--- config.mk ---
export PLATFORM = sky130hd
export DESIGN_NAME = rom_line_fetch
export DESIGN_NICKNAME = d
export VERILOG_FILES = /design/src/rtl/rca_video_pkg.sv /design/src/rtl/byte_fifo2.sv /design/src/rtl/rom_line_fetch.sv
export SDC_FILE = /design/constraint.sdc
export NUM_CORES = 1
export LEC_CHECK = 0
export CAP_MARGIN = 20
export CORE_MARGIN = 2
export CORE_UTILIZATION = 25
export CTS_BUF_LIST = sky130_fd_sc_hd__clkbuf_8
export DETAILED_ROUTE_END_ITERATION = 10
export MAX_ROUTING_LAYER = met4
export PLACE_DENSITY = 0.48
export SYNTH_ARGS = -nofsm -noshare
export SYNTH_HDL_FRONTEND = slang
export SYNTH_SLANG_ARGS = --single-unit
--- constraint.sdc ---
create_clock -name clock -period 10.5 [get_ports clock]
set_clock_uncertainty 0.15 [all_clocks]
set_input_delay 2.1 -clock clock [delete_from_list [all_inputs] [get_ports clock]]
set_output_delay 2.1 -clock clock [all_outputs]
set_load 0.1 [all_outputs]
--- src/rtl/rca_video_pkg.sv ---
// rca_video_pkg: types and constants shared by the RCA-style video path
// (line fetcher, CDP1861 display block).
package rca_video_pkg;

   // Line fetcher control state.
   typedef enum logic {
      IDLE = 1'b0,
      RUN  = 1'b1
   } lf_state_e;

   // Bytes fetched per display line unless overridden.
   localparam int unsigned BPL_DEFAULT = 8;

   // Pixels carried by one memory byte; the CDP1861 display block uses the same width.
   localparam int unsigned PIXEL_W = 8;

endpackage

--- src/rtl/byte_fifo2.sv ---
// byte_fifo2: 2-entry DW-wide prefetch FIFO. A pop while empty but with a
// push in the same cycle passes the incoming byte straight through, so the
// shifter can load a byte in the very cycle it returns from memory.
module byte_fifo2 #(
   parameter int unsigned DW = 8
) (
   input  logic          clock,
   input  logic          reset_n,
   input  logic          clr_i,
   input  logic          push_i,
   input  logic [DW-1:0] din_i,
   input  logic          pop_i,
   output logic [DW-1:0] dout_o,
   output logic [1:0]    count_o
);

   logic [1:0][DW-1:0] mem_q;
   logic               wr_q;
   logic               rd_q;
   logic [1:0]         cnt_q;
   logic               wr_en;
   logic               rd_en;

   // Storage enables; the empty push+pop case never touches storage.
   always_comb begin
      rd_en  = pop_i && (cnt_q != 2'd0);
      wr_en  = push_i && !(pop_i && (cnt_q == 2'd0)) && ((cnt_q != 2'd2) || rd_en);
      dout_o = (cnt_q == 2'd0) ? din_i : mem_q[rd_q];
   end

   assign count_o = cnt_q;

   // Pointer, count and storage update.
   always_ff @(posedge clock or negedge reset_n) begin
      if (!reset_n) begin
         mem_q <= '0;
         wr_q  <= 1'b0;
         rd_q  <= 1'b0;
         cnt_q <= 2'd0;
      end else if (clr_i) begin
         wr_q  <= 1'b0;
         rd_q  <= 1'b0;
         cnt_q <= 2'd0;
      end else begin
         if (wr_en) begin
            mem_q[wr_q] <= din_i;
            wr_q        <= ~wr_q;
         end
         if (rd_en) begin
            rd_q <= ~rd_q;
         end
         cnt_q <= cnt_q + {1'b0, wr_en} - {1'b0, rd_en};
      end
   end

endmodule

--- src/rtl/rom_line_fetch.sv ---
// rom_line_fetch: on start, reads BPL consecutive bytes from base through a
// one-cycle-latency memory port, buffers them in a 2-entry FIFO and shifts
// them out MSB-first, one pixel per ce, flagging any starvation as underrun.
module rom_line_fetch
   import rca_video_pkg::*;
#(
   parameter int unsigned DW  = PIXEL_W,
   parameter int unsigned AW  = 14,
   parameter int unsigned BPL = BPL_DEFAULT
) (
   input  logic          clock,
   input  logic          reset_n,
   input  logic          ce,
   input  logic          start,
   input  logic [AW-1:0] base,
   output logic [AW-1:0] mem_a,
   output logic          mem_ce,
   input  logic [DW-1:0] mem_d,
   output logic          pixel,
   output logic          pixel_valid,
   output logic          busy,
   output logic          done,
   output logic          underrun
);

   localparam int unsigned   CW       = $clog2(BPL + 1);
   localparam int unsigned   BW       = $clog2(DW);
   localparam logic [CW-1:0] BPL_C    = CW'(BPL);
   localparam logic [BW-1:0] LAST_BIT = BW'(DW - 1);

   lf_state_e     state_q;
   logic [AW-1:0] fa_q;
   logic [AW-1:0] mem_a_q;
   logic          mem_ce_q;
   logic          ret_q;
   logic [CW-1:0] rd_cnt_q;
   logic [CW-1:0] byte_cnt_q;
   logic [BW-1:0] bit_cnt_q;
   logic [DW-1:0] shift_q;
   logic          pix_vld_q;
   logic          busy_q;
   logic          done_q;
   logic          under_q;

   logic [DW-1:0] fifo_dout;
   logic [1:0]    fifo_cnt;
   logic          run;
   logic          start_go;
   logic          push;
   logic          avail;
   logic          owed;
   logic          slot_free;
   logic          pop;
   logic          starve;
   logic          line_end;
   logic [2:0]    occ_d;
   logic          rd_issue;

   // Shift-side decisions and the buffer occupancy that gates new reads.
   always_comb begin
      run       = (state_q == RUN);
      start_go  = (state_q == IDLE) && start;
      push      = ret_q;
      avail     = push || (fifo_cnt != 2'd0);
      owed      = (byte_cnt_q < BPL_C);
      slot_free = run && ce && (bit_cnt_q == '0);
      pop       = slot_free && owed && avail;
      // Waiting for the very first byte is not starvation, only a gap mid-line is.
      starve    = slot_free && owed && !avail && (byte_cnt_q != '0);
      line_end  = slot_free && !owed;
      // Bytes buffered after this edge plus the read whose data lands next cycle.
      occ_d     = {1'b0, fifo_cnt} + {2'b0, push} - {2'b0, pop} + {2'b0, mem_ce_q};
   end

   assign rd_issue = run && (rd_cnt_q < BPL_C) && (occ_d < 3'd2);

   byte_fifo2 #(.DW(DW)) u_fifo (
      .clock   (clock),
      .reset_n (reset_n),
      .clr_i   (start_go),
      .push_i  (push),
      .din_i   (mem_d),
      .pop_i   (pop),
      .dout_o  (fifo_dout),
      .count_o (fifo_cnt)
   );

   // Line FSM with fetch issue and pixel shifter; every output is a register.
   always_ff @(posedge clock or negedge reset_n) begin
      if (!reset_n) begin
         state_q    <= IDLE;
         fa_q       <= '0;
         mem_a_q    <= '0;
         mem_ce_q   <= 1'b0;
         ret_q      <= 1'b0;
         rd_cnt_q   <= '0;
         byte_cnt_q <= '0;
         bit_cnt_q  <= '0;
         shift_q    <= '0;
         pix_vld_q  <= 1'b0;
         busy_q     <= 1'b0;
         done_q     <= 1'b0;
         under_q    <= 1'b0;
      end else begin
         ret_q  <= mem_ce_q;
         done_q <= 1'b0;
         case (state_q)
            IDLE: begin
               mem_ce_q <= 1'b0;
               if (start) begin
                  state_q    <= RUN;
                  busy_q     <= 1'b1;
                  mem_a_q    <= base;
                  mem_ce_q   <= 1'b1;
                  fa_q       <= base + AW'(1);
                  rd_cnt_q   <= CW'(1);
                  byte_cnt_q <= '0;
                  bit_cnt_q  <= '0;
                  shift_q    <= '0;
                  pix_vld_q  <= 1'b0;
                  under_q    <= 1'b0;
               end
            end
            RUN: begin
               mem_ce_q <= rd_issue;
               if (rd_issue) begin
                  mem_a_q  <= fa_q;
                  fa_q     <= fa_q + AW'(1);
                  rd_cnt_q <= rd_cnt_q + CW'(1);
               end
               if (pop) begin
                  shift_q    <= fifo_dout;
                  bit_cnt_q  <= LAST_BIT;
                  pix_vld_q  <= 1'b1;
                  byte_cnt_q <= byte_cnt_q + CW'(1);
               end else if (ce && (bit_cnt_q != '0)) begin
                  shift_q   <= {shift_q[DW-2:0], 1'b0};
                  bit_cnt_q <= bit_cnt_q - BW'(1);
               end else if (line_end) begin
                  state_q   <= IDLE;
                  busy_q    <= 1'b0;
                  done_q    <= 1'b1;
                  pix_vld_q <= 1'b0;
                  shift_q   <= '0;
               end else if (starve) begin
                  under_q   <= 1'b1;
                  pix_vld_q <= 1'b0;
                  shift_q   <= '0;
               end
            end
            default: state_q <= IDLE;
         endcase
      end
   end

   assign mem_a       = mem_a_q;
   assign mem_ce      = mem_ce_q;
   assign pixel       = shift_q[DW-1];
   assign pixel_valid = pix_vld_q;
   assign busy        = busy_q;
   assign done        = done_q;
   assign underrun    = under_q;

endmodule

==> flow_metrics.py <==
metrics = {
    "outcome": {
        "outcome": "completed",
    },
    "job": {
        "drv_cap": 0,
    },
    "synthesis": {
        "synth_top_cell_by_area": "dfrtp_1",
        "synth.top_cells.by_area": "dfrtp_1 46%, mux2i_1 5.9%, mux2_2 5.3%, nor2_1 4.1%, nand2_1 3.3%",
        "ys_types": 54,
        "synthCells": 391,
        "yosysSeqAreaShare_pct": 45.78,
        "edff_count_synth": 0,
        "synth-compound-area-share_pct": 14.51,
        "yosys_most_used_dff": "dfrtp_1",
        "dominant_combinational_cell_family_by_area_after_synthesis": "simple AND/OR/NAND/NOR gates",
        "ys_seq_elements": 74,
        "synth-simple-area-share_pct": 16.30,
        "netlist.area_leader.share_pct": 45.78,
        "postSynth.asyncResetShare_pct": 100.0,
        "synth.area.mux_share_pct": 11.51,
        "synth_xor_xnor_area_share_pct": 4.330,
        "count_of_synthesis_stage_warnings_from_yosys": 0,
        "adder_cell_share_of_the_synthesized_area_pct": 3.588,
        "synth_net_count": 428,
        "synth.avg_cell_area_sq_um": 10.35,
        "mappedNetlistArea_sq_mm": 0.004045,
    },
    "sta": {
        "finalHoldViolCount": 0,
        "period_needed_ps": 6415,
        "max_slew.worst_pin.slew_ps": 996.4,
        "grt_setup_unrepaired": "no",
        "drv_slew": 0,
        "max-slew-margin-rel_pct": 33.36,
        "timing.fmax_mhz": 155.9,
        "period_share_pct": 61.10,
        "setup_viol": 0,
        "tns_ps": 0,
        "hold_slack_ps": 334.7,
    },
    "clock_tree": {
        "clock_insertion_delay_worst_skew_ps": 360,
        "numCtsBuffers": 9,
        "cts_hold_buffers": 0,
        "tritoncts": "done",
        "clk_path_buf_depth": 2,
        "cts_max_level": 3,
        "ctsResizeCount": 0,
        "cts_root_buffer": "clkbuf_8",
        "worst_setup_hold_path_clk_slew_ps": 80,
        "postCtsSetupRepairBufs": 0,
        "cts_sinks": 74,
    },
    "critical_path": {
        "critical_path_class": "in2reg",
        "critical_path_buf_inv_count": 4,
        "cp_slowest_cell": "nor4_4",
        "cp-end-kind": "flop",
        "timing.critical_path.slowest_cell_delay_ps": 710,
        "setup.worst_path.start_class": "primary input",
        "timing.critical_path.arrival_ps": 6500,
        "crit_path_cell_trace": "clkdlybuf4s50_1 -> nand2_1 -> nor3_1 -> o21ai_1 -> inv_1 -> ha_1 -> inv_1 -> ha_1 -> a21o_1 -> fa_1 -> nor4_4 -> nor2_4 -> inv_2 -> and4_1 -> o21a_1 -> a211oi_1",
        "required_ps": 10590,
        "timing.critical_path.fanout_max": 41,
        "cpLargestDelayFamily": "simple AND/OR/NAND/NOR gates",
    },
    "pwr": {
        "power.density_mw_per_mm2": 314.5,
        "irDropWorstVdd_uv": 98.88,
        "power.leakage_nw": 2.103,
    },
    "grt": {
        "grt_antenna_before_repair": 0,
        "overflow": 0,
        "largest_net_degree_at_the_start_of_global_routing": 75,
        "grt_pass1_vias": 2962,
        "track_usage_pct": 11.59,
        "first_pass_grt_wire_length_um": 15730,
    },
    "placed_design": {
        "placement.cell_area_sq_mm": 0.004686,
        "routabilityCongestion": 0.8268,
        "dp_hpwl_um": 6167,
        "io_buffer_count": 45,
    },
    "layout": {
        "flow.area_growth_from_synthesis_pct": 21.44,
        "most-common-layout-cells": "73 x dfrtp_1, 44 x nor2_1, 44 x clkdlybuf4s50_1",
        "layout.cell_area.non_filler_sq_mm": 0.004912,
        "drive_above_1_share_pct": 12.76,
        "nets": 471,
        "layout.cells.most_common": "dfrtp_1",
        "antenna-diode-count": 0,
    },
    "die": {
        "num_io_pins": 46,
        "fp.dieH_um": 131.2,
        "die_area_sq_mm": 0.01721,
        "core_sq_mm": 0.01583,
        "floorplan.initialDensity_pct": 25.56,
        "number_of_cell_rows": 46,
        "chipWidth_um": 131.2,
    },
    "route": {
        "drt_iter0_markers": 265,
        "detail_route.first_pass.iterations": 4,
        "drt-vias-per-instance": 4.627,
        "drc": 0,
        "drt_wl_total_um": 9231,
        "dr_total_vias": 3031,
        "final_antenna_net_count": 0,
        "average_wire_per_standard_cell_um": 14.09,
    },
    "hold_path": {
        "timing.hold.worst.class": "reg2reg",
    },
}
## through the flow
| step | utilization (%) | std cells | power, mW | setup slack [ps] |
|---|---|---|---|---|
| 6_report | 31.04 | 655 | 1.545 | 4085 |
| 5_1_grt | 31.04 | 655 | 1.661 | 3678 |
| 4_1_cts | 30.99 | 654 | 1.567 | 3773 |
| 3_5_place_dp | 29.60 | 638 | 1.307 | 3416 |
| 3_3_place_gp | 29.60 | 638 | 1.298 | 3596 |
| 2_1_floorplan | - | 391 | 1.141 | 5457 |
## kinds of logic (layout without fill, tap and decap cells)
kind of cell	after synthesis	in the layout
simple gates	130	130
buf+inv	33	81
xor+xnor	20	20
fa+ha+maj	11	11
compound gates	79	79
flops	74	74
mux	44	44
## final timing paths
check	to	cells after the start	slack (ps)	startpoint
max reg2reg	fa_q[9]$_DFFE_PN0P_	16	5460	run$_DFF_PN0_
max	fa_q[9]$_DFFE_PN0P_	16	4080	ce
max in group asynchronous	run$_DFF_PN0_	1	7770	reset_n
min in group asynchronous	mem_a[9]$_DFFE_PN0P_	1	1730	reset_n
min	underrun$_DFFE_PN0P_	2	330	underrun$_DFFE_PN0P_
min reg2reg	underrun$_DFFE_PN0P_	2	330	underrun$_DFFE_PN0P_
## worst register-to-register path: stages, from the launching register on
cell,delay [ps]
dfrtp_2,350
buf_4,500
nand2_1,140
nor3_1,310
o21ai_1,250
inv_1,240
ha_1,270
inv_1,50
ha_1,220
a21o_1,170
fa_1,470
nor4_4,710
nor2_4,110
inv_2,530
and4_1,310
o21a_1,110
a211oi_1,50
## cell type report
class	instances	area (sq um)
clock buffers	9	123.9
clock inverters	7	95.09
fillers	1655	10920
inverters	16	60.06
multi-input cells	284	2032
flip-flops and latches	74	1853
well taps	216	270.3
repair buffers	49	478.0
## cell usage after synthesis, types with 9 or more instances
| master | n |
|---|---|
| nand3_1 | 16 |
| mux2_2 | 19 |
| ha_1 | 10 |
| dfrtp_1 | 74 |
| xor2_1 | 12 |
| nand2_1 | 36 |
| inv_1 | 13 |
| a21oi_1 | 24 |
| mux2i_1 | 24 |
| buf_2 | 9 |
| nor2_1 | 44 |
| o21ai_0 | 12 |
## metal layers
| metal | track usage [%] | wire length (um) | vias up |
|---|---|---|---|
| li1 | - | - | 1485 |
| met1 | 15.71 | 4587 | 1501 |
| met2 | 17.05 | 4262 | 36 |
| met3 | 2.623 | 265 | 9 |
| met4 | 4.046 | 116 | 0 |
| met5 | - | 0 | - |
## where the power goes
group,internal [mW],leakage (nW),switching [mW]
combinational,0.270,1.08,0.527
clock,0.134,0.115,0.115
sequential,0.405,0.910,0.0937
## flip-flops by register name, summed over array words and instances, names as in the netlist
name            cells
u_fifo.mem_q       16
fa_q               14
mem_a              14
shift_q             8
byte_cnt_q          4
rd_cnt_q            4
bit_cnt_q           3
u_fifo.count_o      2
busy                1
done                1
mem_ce              1
pixel_valid         1
push                1
run                 1
u_fifo.rd_q         1
u_fifo.wr_q         1
underrun            1
Power figures use the tool's default switching activity.
